[config.mk]
export PLATFORM = sky130hd
export DESIGN_NAME = updown_counter_sync
export DESIGN_NICKNAME = d
export VERILOG_FILES = /design/src/rtl/counter_pkg.sv /design/src/rtl/edge_sync.sv /design/src/rtl/updown_counter_sync.sv
export SDC_FILE = /design/constraint.sdc
export NUM_CORES = 1
export LEC_CHECK = 0
export CAP_MARGIN = 20
export CORE_MARGIN = 4
export CORE_UTILIZATION = 40
export CTS_CLUSTER_SIZE = 12
export DETAILED_ROUTE_END_ITERATION = 12
export GPL_ROUTABILITY_DRIVEN = 0
export MAX_ROUTING_LAYER = met4
export PLACE_DENSITY = 0.67
export SYNTH_ARGS = -nofsm -noshare
export SYNTH_HDL_FRONTEND = slang
export SYNTH_SLANG_ARGS = --single-unit
[constraint.sdc]
create_clock -name clk -period 3.7 [get_ports clk]
set_clock_uncertainty 0.05 [all_clocks]
set_input_delay 0.555 -clock clk [delete_from_list [all_inputs] [get_ports clk]]
set_output_delay 0.555 -clock clk [all_outputs]
set_load 0.02 [all_outputs]
[src/rtl/counter_pkg.sv]
// Shared constants for the up/down event counter family.
package counter_pkg;

    localparam int CNT_WRAP = 0;
    localparam int CNT_SAT  = 1;
    localparam int CNT_W    = 10;

endpackage

[src/rtl/edge_sync.sv]
// Synchronises an asynchronous strobe into clk and flags each rising edge
// with a one-cycle pulse driven only from flops.
module edge_sync #(
    parameter int STAGES = 2
) (
    input  logic clk,
    input  logic rst,
    input  logic d_async,
    output logic rise
);

    logic [STAGES-1:0] sync_q;
    logic              prev_q;

    always_ff @(posedge clk or posedge rst) begin
        if (rst) begin
            sync_q <= '0;
            prev_q <= 1'b0;
        end else begin
            sync_q <= {sync_q[STAGES-2:0], d_async};
            prev_q <= sync_q[STAGES-1];
        end
    end

    // Both operands are flops, so the edge pulse has no path from d_async.
    assign rise = sync_q[STAGES-1] & ~prev_q;

endmodule

[src/rtl/updown_counter_sync.sv]
// Fully synchronous up/down event counter with wrap or saturate mode,
// clear/load and registered boundary and overflow/underflow flags.
module updown_counter_sync
    import counter_pkg::*;
#(
    parameter int WIDTH       = CNT_W,
    parameter int SATURATE    = CNT_WRAP,
    parameter int SYNC_STAGES = 2
) (
    input  logic             clk,
    input  logic             rst,
    input  logic             inc,
    input  logic             dec,
    input  logic             clr,
    input  logic             load,
    input  logic [WIDTH-1:0] load_value,
    output logic [WIDTH-1:0] counter,
    output logic             at_max,
    output logic             at_min,
    output logic             ovf,
    output logic             unf
);

    localparam logic [WIDTH-1:0] MAX_VAL = '1;
    localparam logic [WIDTH:0]   ONE_X   = {{WIDTH{1'b0}}, 1'b1};

    logic             up, dn;
    logic [WIDTH-1:0] cnt_q, cnt_d;
    logic             at_max_q, at_max_d;
    logic             at_min_q, at_min_d;
    logic             ovf_q, ovf_d;
    logic             unf_q, unf_d;
    logic [WIDTH:0]   sum, diff;

    edge_sync #(.STAGES(SYNC_STAGES)) u_inc_sync (
        .clk     (clk),
        .rst     (rst),
        .d_async (inc),
        .rise    (up)
    );

    edge_sync #(.STAGES(SYNC_STAGES)) u_dec_sync (
        .clk     (clk),
        .rst     (rst),
        .d_async (dec),
        .rise    (dn)
    );

    // The extra top bit of sum/diff is the carry out of max / borrow out of zero.
    assign sum  = {1'b0, cnt_q} + ONE_X;
    assign diff = {1'b0, cnt_q} - ONE_X;

    always_comb begin
        cnt_d = cnt_q;
        ovf_d = 1'b0;
        unf_d = 1'b0;
        if (clr) begin
            cnt_d = '0;
        end else if (load) begin
            cnt_d = load_value;
        end else if (up && !dn) begin
            ovf_d = sum[WIDTH];
            if (sum[WIDTH] && (SATURATE != CNT_WRAP)) begin
                cnt_d = cnt_q;
            end else begin
                cnt_d = sum[WIDTH-1:0];
            end
        end else if (dn && !up) begin
            unf_d = diff[WIDTH];
            if (diff[WIDTH] && (SATURATE != CNT_WRAP)) begin
                cnt_d = cnt_q;
            end else begin
                cnt_d = diff[WIDTH-1:0];
            end
        end
        at_max_d = (cnt_d == MAX_VAL);
        at_min_d = (cnt_d == '0);
    end

    always_ff @(posedge clk or posedge rst) begin
        if (rst) begin
            cnt_q    <= '0;
            at_max_q <= 1'b0;
            at_min_q <= 1'b1;
            ovf_q    <= 1'b0;
            unf_q    <= 1'b0;
        end else begin
            cnt_q    <= cnt_d;
            at_max_q <= at_max_d;
            at_min_q <= at_min_d;
            ovf_q    <= ovf_d;
            unf_q    <= unf_d;
        end
    end

    assign counter = cnt_q;
    assign at_max  = at_max_q;
    assign at_min  = at_min_q;
    assign ovf     = ovf_q;
    assign unf     = unf_q;

endmodule

==> results of run 1 <==
## registers in the layout, indices dropped and copies added, names as in the netlist
register and cells:
u_inc_sync.sync_q 2, at_max 1, unf 1, at_min 1, u_dec_sync.sync_q 2, counter 10, u_dec_sync.prev_q 1, ovf 1
u_inc_sync.prev_q 1
## cell type report
| class | instances | share of cell area, % |
|---|---|---|
| Clock buffer | 4 | 2.33 |
| Inverter | 11 | 2.65 |
| Multi-Input combinational cell | 97 | 41.7 |
| Sequential cell | 20 | 32.2 |
| Tap cell | 31 | 2.49 |
| Timing Repair Buffer | 29 | 18.6 |
## cells by family after synthesis
| logic type | after synthesis | share of synthesized area (%) |
|---|---|---|
| flops | 20 | 41.3 |
| xor+xnor | 3 | 2.16 |
| buf+inv | 15 | 5.25 |
| compound gates | 28 | 16.0 |
| mux | 3 | 2.57 |
| simple gates | 61 | 30.7 |
| fa+ha+maj | 2 | 2.06 |
## critical path: stages, from the launching register on
cell,delay (ns)
dfrtp_1,0.47
inv_1,0.14
ha_1,0.17
nor2b_1,0.22
nor4b_1,0.54
nor3_1,0.08
or3b_1,0.41
a21oi_1,0.19
and4b_1,0.22
and4_1,0.19
## metal layers
layer  part of all wire [%]  wire, microns  track usage [%]  vias to the layer above
met5                      0              0                -                        -
met4                    1.7             54             7.16                        0
met3                    7.0            218             2.66                        7
met2                     46           1460             25.0                       49
met1                     45           1410             23.1                      538
li1                       -              -                -                      544
## power breakdown
group          total (mW)  switching (mW)  internal (mW)
Sequential          0.252          0.0197          0.232
Clock               0.129          0.0686         0.0601
Combinational       0.136          0.0715         0.0644
Total               0.516           0.160          0.356
## cells in the mapped netlist (2+ instances only)
cell     count  area, sq um
a211o_1      2         17.5
a21oi_1      9         45.0
a22oi_1      2         15.0
a32oi_1      3         26.3
and3_1       2         12.5
and4_1       2         17.5
buf_2        3         15.0
dfrtp_1     19          475
ha_1         2         25.0
inv_1       11         41.3
mux2i_1      2         20.0
nand2_1      6         22.5
nand3_1      8         40.0
nand4_1      2         12.5
nor2_1      12         45.0
nor2b_1      6         37.5
nor3_1       5         25.0
nor3b_1      2         15.0
o21ai_0      5         25.0
or3_1        2         12.5
xnor2_1      2         17.5
## path summary, 6_finish.rpt
check,from,end,slack (ns),depth (start not counted)
hold / removal,u_inc_sync.sync_q[0],u_inc_sync.sync_q[1],0.31,0
setup / recovery,counter[0],at_min,0.95,9
hold reg to reg,u_inc_sync.sync_q[0],u_inc_sync.sync_q[1],0.31,0
min in group asynchronous,rst,counter[0],0.63,2
setup reg to reg,counter[0],at_min,0.95,9
max in group asynchronous,rst,unf,2.49,2
## per-stage QoR
step,instances,util (%)
floorplan,132,-
global placement,188,53.8
detailed placement,188,53.8
CTS,192,55.1
global route,192,55.1
finish,192,55.1
==> results.py, run 1 <==
metrics = {
    "setup_path": {
        "worstSetupStartpointType": "flip-flop",
        "cp_data_required_time_ns": 3.90,
        "worstPathArrival_ns": 2.95,
        "critical_path_class": "reg -> reg",
        "crit_path_end_kind": "flip-flop",
        "crit_fanout": 7,
    },
    "cts": {
        "max_root_sink_buffers": 2,
        "cts-hold-fix-buffers": 0,
        "post_cts_buffers": 0,
        "worstSkewPairLatency_ns": 0.30,
        "ctsResizeCount": 0,
        "number_of_levels_the_h_tree_was_split_into": 1,
        "clkTransAtPathRegs_ns": 0.11,
        "cts_inserted_buffers": 3,
        "clock-root-buffer": "clkbuf_4",
        "cts.sink_count": 20,
        "cts_tree": "built",
    },
    "global_routing": {
        "largest_net_degree_at_the_start_of_global_routing": 22,
        "first_global_vias": 1107,
        "globalRoute.totalOverflow": 0,
        "antenna_found_initial": 0,
        "grt.total_usage_pct": 17.0,
        "first_pass_grt_wire_length_mm": 5.21,
    },
    "timing": {
        "worst_slew_margin_rel_pct": 48.4,
        "tns_ns": 0,
        "timing.final.ws_setup_ns": 0.952,
        "final-max-slew-violation-count": 0,
        "fmax_ghz": 0.364,
        "fin_hold_ws_ns": 0.311,
        "setup_violations": 0,
        "unrepaired_setup_endpoints_after_global_routing": "false",
        "fin_crit_ns": 2.75,
        "hold_violations": 0,
        "fraction_of_the_cycle_the_final_worst_path_needs_pct": 74.3,
        "worst_pin_slew_ns": 0.773,
    },
    "drt": {
        "post-route-drc-count": 0,
        "detail_route_antenna_nets": 0,
        "route.final.wire_length_mm": 3.13,
        "drt_iter0_drc": 44,
        "routedWlPerCell_microns": 16.3,
        "vias": 1138,
        "avgViaCountPerCell": 5.93,
        "first_pass_iters": 4,
    },
    "yosys": {
        "synthesis.area_sq_mm": 0.00122,
        "synth.net_count": 150,
        "synth_edf_count": 0,
        "post_synthesis_cells": 132,
        "synth_sequential_area_ratio_pct": 41.3,
        "yosys_register_bits": 20,
        "asyncSetResetFlopFracSynth_pct": 100,
        "postSynth.topFlopCell": "dfrtp_1",
        "yosysUniqueCellTypes": 46,
        "syn_area_per_cell_sq_um": 9.21,
        "ys.warnings.count": 0,
    },
    "placed_design": {
        "number_of_buffers_inserted_by_port_buffering": 29,
        "placement.cell_area_sq_mm": 0.00152,
        "placement.setup.worst_slack_ns": 0.988,
        "place_hpwl_mm": 2.38,
    },
    "die": {
        "initial_utilization_pct": 43.0,
        "fp.dieArea_sq_mm": 0.00399,
        "number_of_i_o_pins": 30,
        "die_x_microns": 63.1,
        "die_h_microns": 63.1,
        "core-area_sq_mm": 0.00283,
        "core.rowCount": 19,
    },
    "cells_and_area": {
        "most-common-layout-cells": "clkdlybuf4s50_1, dfrtp_1, nor2_1",
        "area_growth_syn_to_layout_pct": 28.2,
        "layout_commonest_cell": "clkdlybuf4s50_1",
        "share_of_post_route_cells_with_drive_strength_above_1_pct": 8.70,
        "fillers": 256,
        "area_of_all_placed_cells_without_fillers_sq_mm": 0.00156,
        "antenna_cells_inserted": 0,
        "seqCellArea_sq_um": 502,
        "design.final.nets": 180,
        "multi_input_gate_area_sq_um": 651,
    },
    "hold_path": {
        "hold_path.class": "reg -> reg",
    },
    "pwr": {
        "total_power_mw": 0.516,
        "max-vdd-ir-drop_v": 0.000268,
        "power_per_cell_area_mw_per_mm2": 331,
        "static-leakage-power_nw": 0.656,
    },
    "run_status": {
        "outcome": "finished clean",
    },
    "job": {
        "max-cap-violations": 0,
    },
}
Power figures use the tool's default switching activity.
==> run 2, diff against run 1 <==
==> constraint.sdc (replaced) <==
create_clock -name clk -period 2.8 [get_ports clk]
set_clock_uncertainty 0.05 [all_clocks]
set_input_delay 0.42 -clock clk [delete_from_list [all_inputs] [get_ports clk]]
set_output_delay 0.42 -clock clk [all_outputs]
set_load 0.02 [all_outputs]
==> run 2 against run 1 <==
  * Clock-buffer cell count stayed put
  * Total power is 31% higher
  * Combinational power is 35% higher
  * Flip-flop and latch count stayed put
  * Routed wire length is 7.6% lower
  * First-iteration DRC count is 14% lower
  * Final area is 2.8% higher
  * Register-to-register slack worse by 0.57 ns
  * Critical path depth stayed put
  * Maximum frequency is 14% higher
  * Highest routed layer unchanged
==> results.py, run 2 (synthesized netlist as in run 1, its figures left out) <==
metrics = {
    "cells_and_area": {
        "layout_commonest_cell": "clkdlybuf4s50_1",
        "antenna_cells_inserted": 0,
        "area_of_all_placed_cells_without_fillers_sq_mm": 0.00160,
        "share_of_post_route_cells_with_drive_strength_above_1_pct": 12.0,
        "most-common-layout-cells": "clkdlybuf4s50_1, dfrtp_1, nor2_1",
        "number_of_flip_flops_in_the_largest_register": 10,
        "area_growth_syn_to_layout_pct": 31.8,
        "design.final.nets": 185,
    },
    "cts": {
        "cts_tree": "built",
        "worstSkewPairLatency_ns": 0.29,
        "max_root_sink_buffers": 2,
        "clkTransAtPathRegs_ns": 0.11,
        "clock-root-buffer": "clkbuf_4",
        "post_cts_buffers": 0,
        "number_of_levels_the_h_tree_was_split_into": 1,
        "cts-hold-fix-buffers": 0,
        "cts_inserted_buffers": 3,
        "cts.sink_count": 20,
    },
    "timing": {
        "fmax_ghz": 0.414,
        "fin_crit_ns": 2.42,
        "unrepaired_setup_endpoints_after_global_routing": "false",
        "worst_pin_slew_ns": 0.746,
        "worst_slew_margin_rel_pct": 50.2,
        "setup_violations": 0,
        "tns_ns": 0,
        "fraction_of_the_cycle_the_final_worst_path_needs_pct": 86.3,
        "final-max-slew-violation-count": 0,
        "hold_violations": 0,
    },
    "run_status": {
        "outcome": "finished clean",
    },
    "setup_path": {
        "worst_r2r_endpoint": "at_min",
        "cp_data_required_time_ns": 2.99,
        "crit_path_end_kind": "flip-flop",
        "worstSetupStartpointType": "flip-flop",
        "timing.reg2reg.worst_path_depth": 9,
        "crit_fanout": 7,
        "worstPathArrival_ns": 2.60,
        "regToRegSetupSlack_ns": 0.38,
        "rr_startpoint": "counter[0]",
        "critical_path_class": "reg -> reg",
    },
    "die": {
        "die_x_microns": 63.1,
        "number_of_i_o_pins": 30,
        "core.rowCount": 19,
        "fp.dieArea_sq_mm": 0.00399,
        "core-area_sq_mm": 0.00283,
        "die_h_microns": 63.1,
        "initial_utilization_pct": 43.0,
    },
    "drt": {
        "post-route-drc-count": 0,
        "drt_iter0_drc": 38,
        "avgViaCountPerCell": 5.56,
        "vias": 1095,
        "routedWlPerCell_microns": 14.7,
        "first_pass_iters": 5,
        "detail_route_antenna_nets": 0,
        "route.final.wire_length_mm": 2.90,
    },
    "global_routing": {
        "grt.met2_usage_pct": 26.4,
        "largest_net_degree_at_the_start_of_global_routing": 21,
        "first_pass_grt_wire_length_mm": 5.12,
        "first_global_vias": 1113,
        "met3_usage_pct": 2.84,
        "busiest_layer": "met2",
        "met1_usage_pct": 21.1,
        "antenna_found_initial": 0,
        "grt.total_usage_pct": 16.4,
        "globalRoute.totalOverflow": 0,
    },
    "pwr": {
        "static-leakage-power_nw": 0.683,
        "power_per_cell_area_mw_per_mm2": 423,
        "max-vdd-ir-drop_v": 0.000321,
    },
    "placed_design": {
        "placement.cell_area_sq_mm": 0.00156,
        "place_hpwl_mm": 2.28,
        "number_of_buffers_inserted_by_port_buffering": 29,
    },
    "hold_path": {
        "timing.hold.worst.start": "u_dec_sync.sync_q[0]",
        "worstHoldPathCells": 0,
        "hold_path.class": "reg -> reg",
        "whs_endpoint": "u_dec_sync.sync_q[1]",
    },
    "job": {
        "max-cap-violations": 0,
    },
}
==> run 2: changes by cell type in the layout (fill, tap and decap cells not counted), sizes merged <==
cell  change
buf       +5
==> run 2: how the worst max path moves through the flow <==
stage | endpoint | depth (start not counted) | slack, ns | start
2_1_floorplan | at_min | 9 | 0.42 | counter[0]
3_3_place_gp | at_min | 9 | 0.33 | counter[0]
3_5_place_dp | at_min | 9 | 0.25 | counter[0]
4_1_cts | at_min | 9 | 0.24 | counter[0]
5_1_grt | at_min | 9 | 0.08 | counter[0]
6_report | at_min | 9 | 0.38 | counter[0]
==> run 2: stage by stage <==
stage | util (%) | hold WS, ns | total power, mW | setup slack [ns] | cells
2_1_floorplan | - | 0.281 | 0.441 | 0.416 | 132
3_3_place_gp | 55.2 | 0.283 | 0.516 | 0.329 | 193
3_5_place_dp | 55.2 | 0.285 | 0.519 | 0.253 | 193
4_1_cts | 56.4 | 0.311 | 0.686 | 0.240 | 197
5_1_grt | 56.7 | 0.319 | 0.722 | 0.0812 | 197
6_report | 56.7 | 0.309 | 0.679 | 0.384 | 197
==> run 2: timing repair <==
action | CTS | global route
hold endpoints to repair | 0 | 0
gates resized for setup | 0 | 1
setup endpoints to repair | 0 | 2
==> run 2: critical path: stages (launching register included) <==
cell and delay, ns:
dfrtp_1 0.45, inv_1 0.13, ha_1 0.18, nor2b_1 0.22
nor4b_2 0.30, nor3_1 0.08, or3b_1 0.38, a21oi_1 0.18
and4b_1 0.21, and4_1 0.19
==> run 2: report_power, final <==
group / switching [mW] / leakage, nW / internal [mW]
clock: 0.0854 / 0.0210 / 0.0792
combinational: 0.0938 / 0.409 / 0.0894
sequential: 0.0244 / 0.253 / 0.307
total: 0.204 / 0.683 / 0.475
==> run 2: layout make-up <==
type,instances,area (sq um)
tap,31,38.8
fill,264,1230
inverter,11,41.3
multi-input combinational,97,657
clock buffer,4,36.3
sequential,20,502
timing repair buffer,34,328
==> run 2: metal layers <==
| metal | vias up | share of wire [%] |
|---|---|---|
| met4 | 0 | 0.59 |
| met3 | 2 | 4.3 |
| met2 | 26 | 48 |
| met1 | 512 | 47 |
| met5 | - | 0 |
| li1 | 555 | - |
==> run 3, diff against run 2 <==
--- a/config.mk
+++ b/config.mk
@@ -7,12 +7,12 @@
 export LEC_CHECK = 0
 export CAP_MARGIN = 20
 export CORE_MARGIN = 4
-export CORE_UTILIZATION = 40
+export CORE_UTILIZATION = 48
 export CTS_CLUSTER_SIZE = 12
 export DETAILED_ROUTE_END_ITERATION = 12
 export GPL_ROUTABILITY_DRIVEN = 0
 export MAX_ROUTING_LAYER = met4
-export PLACE_DENSITY = 0.67
+export PLACE_DENSITY = 0.78
 export SYNTH_ARGS = -nofsm -noshare
 export SYNTH_HDL_FRONTEND = slang
 export SYNTH_SLANG_ARGS = --single-unit
==> run 3 against run 2 <==
  * Utilization is 12 points higher
  * First-iteration DRC count rose by 13%
  * Via count rose by 4.7%
  * Critical path depth unchanged
  * Critical path type unchanged
  * Cell count decreased by 2.0%
  * Clock-buffer cell count did not move
  * Flip-flop and latch count unchanged
  * Routed wire length is 5.8% higher
==> results.py, run 3 (synthesized netlist as in run 1, its figures left out) <==
metrics = {
    "run_status": {
        "outcome": "finished clean",
    },
    "timing": {
        "worst_pin_slew_ns": 0.784,
        "tns_ns": 0,
        "timing.final.ws_setup_ns": 0.272,
        "fraction_of_the_cycle_the_final_worst_path_needs_pct": 90.3,
        "hold_violations": 0,
        "final-max-slew-violation-count": 0,
        "unrepaired_setup_endpoints_after_global_routing": "false",
        "fmax_ghz": 0.396,
        "worst_slew_margin_rel_pct": 47.7,
        "setup_violations": 0,
        "fin_crit_ns": 2.53,
    },
    "global_routing": {
        "first_global_vias": 1069,
        "antenna_found_initial": 0,
        "first_pass_grt_wire_length_mm": 5.01,
        "grt.total_usage_pct": 19.8,
        "largest_net_degree_at_the_start_of_global_routing": 21,
        "globalRoute.totalOverflow": 0,
    },
    "die": {
        "number_of_i_o_pins": 30,
        "die_x_microns": 58.3,
        "core.rowCount": 17,
        "core-area_sq_mm": 0.00232,
        "fp.dieArea_sq_mm": 0.00340,
        "initial_utilization_pct": 52.5,
        "die_h_microns": 58.3,
    },
    "cts": {
        "number_of_levels_the_h_tree_was_split_into": 1,
        "max_root_sink_buffers": 2,
        "clock-root-buffer": "clkbuf_4",
        "clkTransAtPathRegs_ns": 0.12,
        "cts.sink_count": 20,
        "cts_inserted_buffers": 3,
        "worstSkewPairLatency_ns": 0.31,
        "cts-hold-fix-buffers": 0,
        "cts_tree": "built",
    },
    "pwr": {
        "static-leakage-power_nw": 0.672,
        "max-vdd-ir-drop_v": 0.000346,
        "combPwrFrac_pct": 27.6,
        "power.net_switching_mw": 0.211,
        "sw_frac_of_total_pct": 31.9,
        "power_per_cell_area_mw_per_mm2": 418,
        "power.internal_mw": 0.451,
        "power_frac_clock_pct": 22.2,
        "seq_pwr_share_pct": 50.2,
        "total_power_mw": 0.661,
    },
    "cells_and_area": {
        "layout_commonest_cell": "clkdlybuf4s50_1",
        "area_of_all_placed_cells_without_fillers_sq_mm": 0.00158,
        "number_of_flip_flops_in_the_largest_register": 10,
        "fillers": 186,
        "antenna_cells_inserted": 0,
        "design.final.nets": 184,
        "share_of_post_route_cells_with_drive_strength_above_1_pct": 10.9,
        "area_growth_syn_to_layout_pct": 30.0,
        "most-common-layout-cells": "clkdlybuf4s50_1, dfrtp_1, nor2_1",
        "final_core_utilization_pct": 68.2,
    },
    "setup_path": {
        "cp_data_required_time_ns": 2.98,
        "critical_path_class": "reg -> reg",
        "timing.reg2reg.worst_path_depth": 9,
        "worstPathArrival_ns": 2.71,
        "worstSetupStartpointType": "flip-flop",
        "rr_startpoint": "counter[0]",
        "critPathLaunch": "counter[0]",
        "timing.critical_path.to": "at_min",
        "crit_path_end_kind": "flip-flop",
        "worst_r2r_endpoint": "at_min",
        "regToRegSetupSlack_ns": 0.27,
        "crit_fanout": 7,
    },
    "hold_path": {
        "hold_path.class": "reg -> reg",
    },
    "drt": {
        "routedWlPerCell_microns": 15.9,
        "first_pass_iters": 4,
        "drt_iter0_drc": 43,
        "route.final.wire_length_mm": 3.06,
        "vias": 1146,
        "detail_route_antenna_nets": 0,
        "post-route-drc-count": 0,
        "avgViaCountPerCell": 5.94,
    },
    "placed_design": {
        "placement.setup.worst_slack_ns": 0.168,
        "number_of_buffers_inserted_by_port_buffering": 29,
        "place_hpwl_mm": 2.36,
        "placement.cell_area_sq_mm": 0.00155,
    },
    "job": {
        "max-cap-violations": 0,
    },
}
run 3: worst max-delay path: stages, from the launching register on:
cell	delay, ns
dfrtp_1	0.46
inv_1	0.14
ha_1	0.19
nor2b_1	0.22
nor4b_2	0.33
nor3_1	0.07
or3b_1	0.39
a21oi_1	0.19
and4b_1	0.21
and4_1	0.20
run 3: area by class of cell:
type	count	area, sq um	area share, %
Sequential cell	20	502	31.7
Multi-Input combinational cell	97	657	41.5
Inverter	11	41.3	2.61
Timing Repair Buffer	33	320	20.3
Tap cell	28	35.0	2.22
Clock buffer	4	26.3	1.66
run 3: worst min path at each step:
stage,startpoint,end,depth (start not counted)
after floorplan,u_dec_sync.sync_q[0],u_dec_sync.sync_q[1],0
after global placement,u_dec_sync.sync_q[0],u_dec_sync.sync_q[1],0
after detailed placement,u_inc_sync.sync_q[0],u_inc_sync.sync_q[1],0
after CTS,u_inc_sync.sync_q[0],u_inc_sync.sync_q[1],0
after global routing,u_inc_sync.sync_q[0],u_inc_sync.sync_q[1],0
final,u_inc_sync.sync_q[0],u_inc_sync.sync_q[1],0
run 3: power by group through the flow:
stage | Clock (mW) | Sequential, mW | Combinational [mW]
after global placement | 0 | 0.335 | 0.178
after global routing | 0.163 | 0.335 | 0.200
final | 0.147 | 0.332 | 0.183
after floorplan | 0 | 0.347 | 0.0941
after detailed placement | 0 | 0.337 | 0.181
after CTS | 0.152 | 0.331 | 0.183
run 3: per-layer routing:
layer | wire [microns] | part of all wire [%] | global-route usage [%] | vias to the layer above
met4 | 21 | 0.69 | 5.63 | 0
met1 | 1300 | 42 | 26.8 | 551
met5 | 0 | 0 | - | -
met2 | 1550 | 51 | 30.6 | 40
li1 | - | - | - | 551
met3 | 192 | 6.3 | 3.29 | 4
run 3: metrics by stage:
| stage | hold WS [ns] | cells |
|---|---|---|
| after floorplan | 0.281 | 132 |
| after global placement | 0.285 | 189 |
| after detailed placement | 0.286 | 189 |
| after CTS | 0.315 | 193 |
| after global routing | 0.319 | 193 |
| final | 0.313 | 193 |
run 3: timing repair:
| action | 4_1_cts | 5_1_grt |
|---|---|---|
| resized for setup | 0 | 1 |
| setup endpoints to repair | 0 | 2 |
| endpoints found under the hold margin | 0 | 0 |
| setup buffers | 0 | 0 |
